--- src/rtl/spi_arb.sv ---
`timescale 1ns/1ps
`default_nettype none
// ============================================================================
// Module : spi_arb -- round-robin arbiter sharing one SPI flash among three
//          masters (erase / program / read), with watchdog and cs_n guard time.
// Rev    : 1.0
// ============================================================================
module spi_arb #(
   parameter int          N_REQ   = 3,
   parameter logic [7:0]  TCSH    = 8'd5,
   parameter logic [19:0] TIMEOUT = 20'd1000000
) (
   input  logic             sclk,
   input  logic             rst,
   input  logic [N_REQ-1:0] req,
   input  logic [N_REQ-1:0] done,
   input  logic [N_REQ-1:0] cs_n_i,
   input  logic [N_REQ-1:0] sck_i,
   input  logic [N_REQ-1:0] sdi_i,
   output logic [N_REQ-1:0] gnt,
   output logic             cs_n,
   output logic             sck,
   output logic             sdi,
   output logic             busy,
   output logic             err
);

   localparam int IDX_W = 2;

   typedef enum logic [1:0] {
      IDLE  = 2'd0,
      GRANT = 2'd1,
      GUARD = 2'd2
   } state_t;

   state_t           state;
   state_t           state_nx;
   logic [IDX_W-1:0] last_idx;
   logic [IDX_W-1:0] win_idx;
   logic [IDX_W-1:0] cand;
   logic             win_valid;
   logic             grant_start;
   logic             release_gnt;
   logic             timeout_hit;
   logic [19:0]      wdog;
   logic [7:0]       guard_cnt;

   // Search starts just after the last granted requester and wraps around.
   always_comb begin
      win_valid = 1'b0;
      win_idx   = '0;
      cand      = '0;
      for (int k = 1; k <= N_REQ; k++) begin
         cand = IDX_W'((int'(last_idx) + k) % N_REQ);
         if (!win_valid && req[cand]) begin
            win_valid = 1'b1;
            win_idx   = cand;
         end
      end
   end

   always_comb begin
      state_nx    = state;
      grant_start = 1'b0;
      release_gnt = 1'b0;
      timeout_hit = 1'b0;
      case (state)
         IDLE: begin
            if (win_valid) begin
               state_nx    = GRANT;
               grant_start = 1'b1;
            end
         end
         GRANT: begin
            // A genuine release beats a coinciding watchdog expiry.
            if (done[last_idx] || !req[last_idx]) begin
               state_nx    = GUARD;
               release_gnt = 1'b1;
            end else if (wdog == TIMEOUT - 20'd1) begin
               state_nx    = GUARD;
               release_gnt = 1'b1;
               timeout_hit = 1'b1;
            end
         end
         GUARD: begin
            if (guard_cnt == TCSH - 8'd1) begin
               state_nx = IDLE;
            end
         end
         default: state_nx = IDLE;
      endcase
   end

   always_ff @(posedge sclk) begin
      if (rst) begin
         state <= IDLE;
      end else begin
         state <= state_nx;
      end
   end

   always_ff @(posedge sclk) begin
      if (rst) begin
         gnt       <= '0;
         cs_n      <= 1'b1;
         sck       <= 1'b0;
         sdi       <= 1'b0;
         err       <= 1'b0;
         wdog      <= '0;
         guard_cnt <= '0;
         last_idx  <= IDX_W'(2);
      end else begin
         err <= timeout_hit;

         if (grant_start) begin
            gnt      <= {{(N_REQ-1){1'b0}}, 1'b1} << win_idx;
            last_idx <= win_idx;
         end else if (release_gnt) begin
            gnt <= '0;
         end

         if (grant_start) begin
            wdog <= '0;
         end else if (state == GRANT) begin
            wdog <= wdog + 20'd1;
         end

         // The flash only sees the owner's pins while the grant is held.
         if (state == GRANT && !release_gnt) begin
            cs_n <= cs_n_i[last_idx];
            sck  <= sck_i[last_idx];
            sdi  <= sdi_i[last_idx];
         end else begin
            cs_n <= 1'b1;
            sck  <= 1'b0;
            sdi  <= 1'b0;
         end

         if (state == GUARD) begin
            guard_cnt <= guard_cnt + 8'd1;
         end else begin
            guard_cnt <= '0;
         end
      end
   end

   assign busy = (state != IDLE);

endmodule
`default_nettype wire

--- config.mk ---
export PLATFORM = sky130hd
export DESIGN_NAME = spi_arb
export DESIGN_NICKNAME = d
export VERILOG_FILES = /design/src/rtl/spi_arb.sv
export SDC_FILE = /design/constraint.sdc
export NUM_CORES = 1
export LEC_CHECK = 0
export ABC_AREA = 0
export BUFFER_PORTS_ARGS = -buffer_cell sky130_fd_sc_hd__clkbuf_2
export CAP_MARGIN = 20
export CORE_UTILIZATION = 59
export CTS_BUF_LIST = sky130_fd_sc_hd__clkbuf_2
export CTS_CLUSTER_DIAMETER = 120
export DETAILED_ROUTE_END_ITERATION = 6
export PLACE_DENSITY = 0.81
export SYNTH_ARGS = -nofsm -noshare
export SYNTH_HDL_FRONTEND = slang
export SYNTH_SLANG_ARGS = --single-unit
--- constraint.sdc ---
create_clock -name sclk -period 2.38 [get_ports sclk]
set_input_delay 0.238 -clock sclk [delete_from_list [all_inputs] [get_ports sclk]]
set_output_delay 0.238 -clock sclk [all_outputs]
set_load 0.05 [all_outputs]
==> metrics.txt <==
status finished, final reports clean; Pwr Total 1.81 mW; Synth async-reset ratio 0%; num ports 25; n_diodes 0; worst-path maximum fanout 20; Post-Synthesis Cell Area 1960 sq um; Comb pwr share 41.6%; first-pass GRT wire length 5.95 mm; Post-synth top flop dfxtp_1; layout cells sized above 1 19.5%; RR Startpoint last_idx[0]$_SDFFE_PP0P_; Final Wtd Congestion 0.768; Final setup viols 0; Layout area overhead 10.4%; post-layout min period 2.15 ns; Pwr per Cell Area between 800 and 900 nW/um^2; final WL 3.46 mm; highest routed layer met4; crit path kind reg2reg; synthesized instance count 221; Internal Power about 1.1 mW; Clock power frac 15.6%; PortBufs 24; DRT iter0 DRCs 69; sequential area share after synthesis around two fifths; Worst R2R Setup Slack between 0.2 and 0.25 ns; HPWL after DPL 2.62 mm; post-route ant nets 0; normalized max-slew margin roughly 72%; FF+latch count, synth 39; CTS Hold Bufs 0; Critical Path Sink Type register; fin cells approximately 300; # rows 20; WL met3 129 um; gr usage total 22.8%; largest net degree at the start of global routing 21; cts bufs inserted 5; RSZ-0062 raised after global routing false; Vias 1582; number of synthesized flops with an enable pin 0; initial antenna violation count 0; switch share 40.8%; DIE AREA 3550 sq um; fmax 466 MHz; Core ar. around 3100 sq um; sw power 738 uW; Final Hold Viols 0; Startpoint Class register; Tcrit/Tclk final 90.2%; CP max stage delay approximately 0.45 ns; die height 59.6 um; die width 59.6 um; Metal-1 WL about 1.7 mm; Clk Latency, worst-skew pair 0.40 ns; Cells after DPL 287; Hold Path Class in2reg; CP cell instances inv_1 -> ha_1 -> a22o_1 -> a211oi_1 -> a31oi_2 -> o31a_1 -> buf_4 -> a21oi_1; Leak just over 0.8 nW; First-pass DRT Iterations 4; gr ovfl total 0; Reg power frac 42.8%; routed length per placed instance about 12 um; htree depth 2; Syn Nets 245; CP max stage cell dfxtp_2; clk slew on worst S/H paths 0.19 ns; routed vias/inst about 5.4; Netlist cell types 49; max cap viols 0; yosys warns 0; vias in the first global route ~1400; max-slew violations 0; worst setup path start last_idx[0]$_SDFFE_PP0P_; maximum VDD drop ~0.59 mV; Worst Path Buf+Inv 2; routed wl met2 1.61 mm; setup TNS 0 ns; Sink Count 39; worst hold slack 0.0523 ns; worst path required time between 2 and 3 ns; root buf cell clkbuf_2; crit-path leading delay family compound AO/OA/AOI/OAI gates; slew at the pin closest to its max-slew limit 0.416 ns; final net count 274; syn_area_per_cell 8.85 sq um; Layout Skew 0.0124 ns; clock tree buffer depth 2; Residual DRC 0; CTS tree yes; starting density of the core 63.1%; Hold Startpoint cs_n_i[1]; WP data arrival 2.50 ns; commonest cells after routing, fill and taps aside nor2_1 (38), dfxtp_1 (38), clkbuf_2 (29), nand2_1 (16)
-- routing by layer --
metal / track usage (%) / up-vias
li1: - / 822
met1: 28.6 / 726
met2: 36.9 / 28
met3: 6.55 / 6
met4: 8.97 / 0
met5: 0 / -
-- final timing paths --
| path | to | depth (start not counted) |
|---|---|---|
| worst max-delay path | wdog[3]$_SDFFE_PP0N_ | 8 |
| worst min-delay path | cs_n$_SDFF_PP1_ | 2 |
| worst max register to register | wdog[3]$_SDFFE_PP0N_ | 8 |
| worst min register to register | gnt[0]$_SDFFE_PP0P_ | 2 |
-- kinds of logic (layout without fill, tap and decap cells) --
logic type	Yosys count	count (layout)	synth area share, %
fa+ha+maj	7	7	4.48
compound gates	27	27	9.59
buf+inv	12	42	3.52
simple gates	108	108	29.7
flops	39	39	39.9
xor+xnor	24	24	10.7
mux	4	4	2.11
-- final cells by class --
cell class	count	area (sq um)
clock inverter	3	15.0
timing repair buffer	27	143
multi-input combinational	170	1110
fill	281	943
sequential	39	782
inverter	7	26.3
tap	44	55.1
clock buffer	5	25.0
-- Yosys cell counts, types with 2 or more instances --
cell       instances  area (sq um)
a21oi_1            5          25.0
and4_1             2          17.5
buf_6              3          33.8
dfxtp_1           39           781
ha_1               7          87.6
inv_1              7          26.3
mux2i_1            3          30.0
nand2_1           16          60.1
nand2b_1           6          37.5
nand2b_4           2          27.5
nand3_1            9          45.0
nand3b_1           2          15.0
nand4_1            5          31.3
nor2_1            38           143
nor2_2             2          12.5
nor2b_1            3          18.8
nor3_1             5          25.0
nor4_1             2          12.5
nor4b_1            2          17.5
nor4bb_1           2          20.0
o21a_1             2          15.0
o21ai_0            6          30.0
o2bb2ai_1          2          17.5
or3_2              3          22.5
or4bb_1            2          22.5
xnor2_1           12           105
xor2_1            12           105
-- worst reg2reg max path, cell delays in order (launching register included) --
cell      delay (ns)
dfxtp_2         0.45
inv_1           0.12
ha_1            0.26
a22o_1          0.19
a211oi_1        0.25
a31oi_2         0.12
o31a_1          0.37
buf_4           0.23
a21oi_1         0.13
-- metrics by stage --
stage	util (%)	worst slack [ns]	instance area (sq um)
floorplan	-	0.328	1960
global placement	68.1	0.189	2110
detailed placement	68.1	0.135	2110
CTS	69.4	0.0939	2150
global route	69.6	0.0486	2160
finish	69.6	0.232	2160
-- what timing repair did --
action	CTS	global route
setup endpoints to repair	0	20
setup buffers	0	0
gates resized for setup	0	2
endpoints found under the hold margin	0	0
-- sequential cells by signal (all words and copies together), names as in the netlist --
name and cells:
wdog 20, guard_cnt 8, gnt 3, last_idx 2, state 2, cs_n 1
err 1, sck 1, sdi 1
-- power by group through the flow --
stage / clock [mW] / combinational [mW] / sequential, mW
after CTS: 0.290 / 0.743 / 0.774
after detailed placement: 0 / 0.742 / 0.787
after floorplan: 0 / 0.563 / 0.850
after global routing: 0.318 / 0.833 / 0.783
after global placement: 0 / 0.738 / 0.783
final: 0.281 / 0.752 / 0.775
Note: power is estimated with default switching activity, not from simulation.
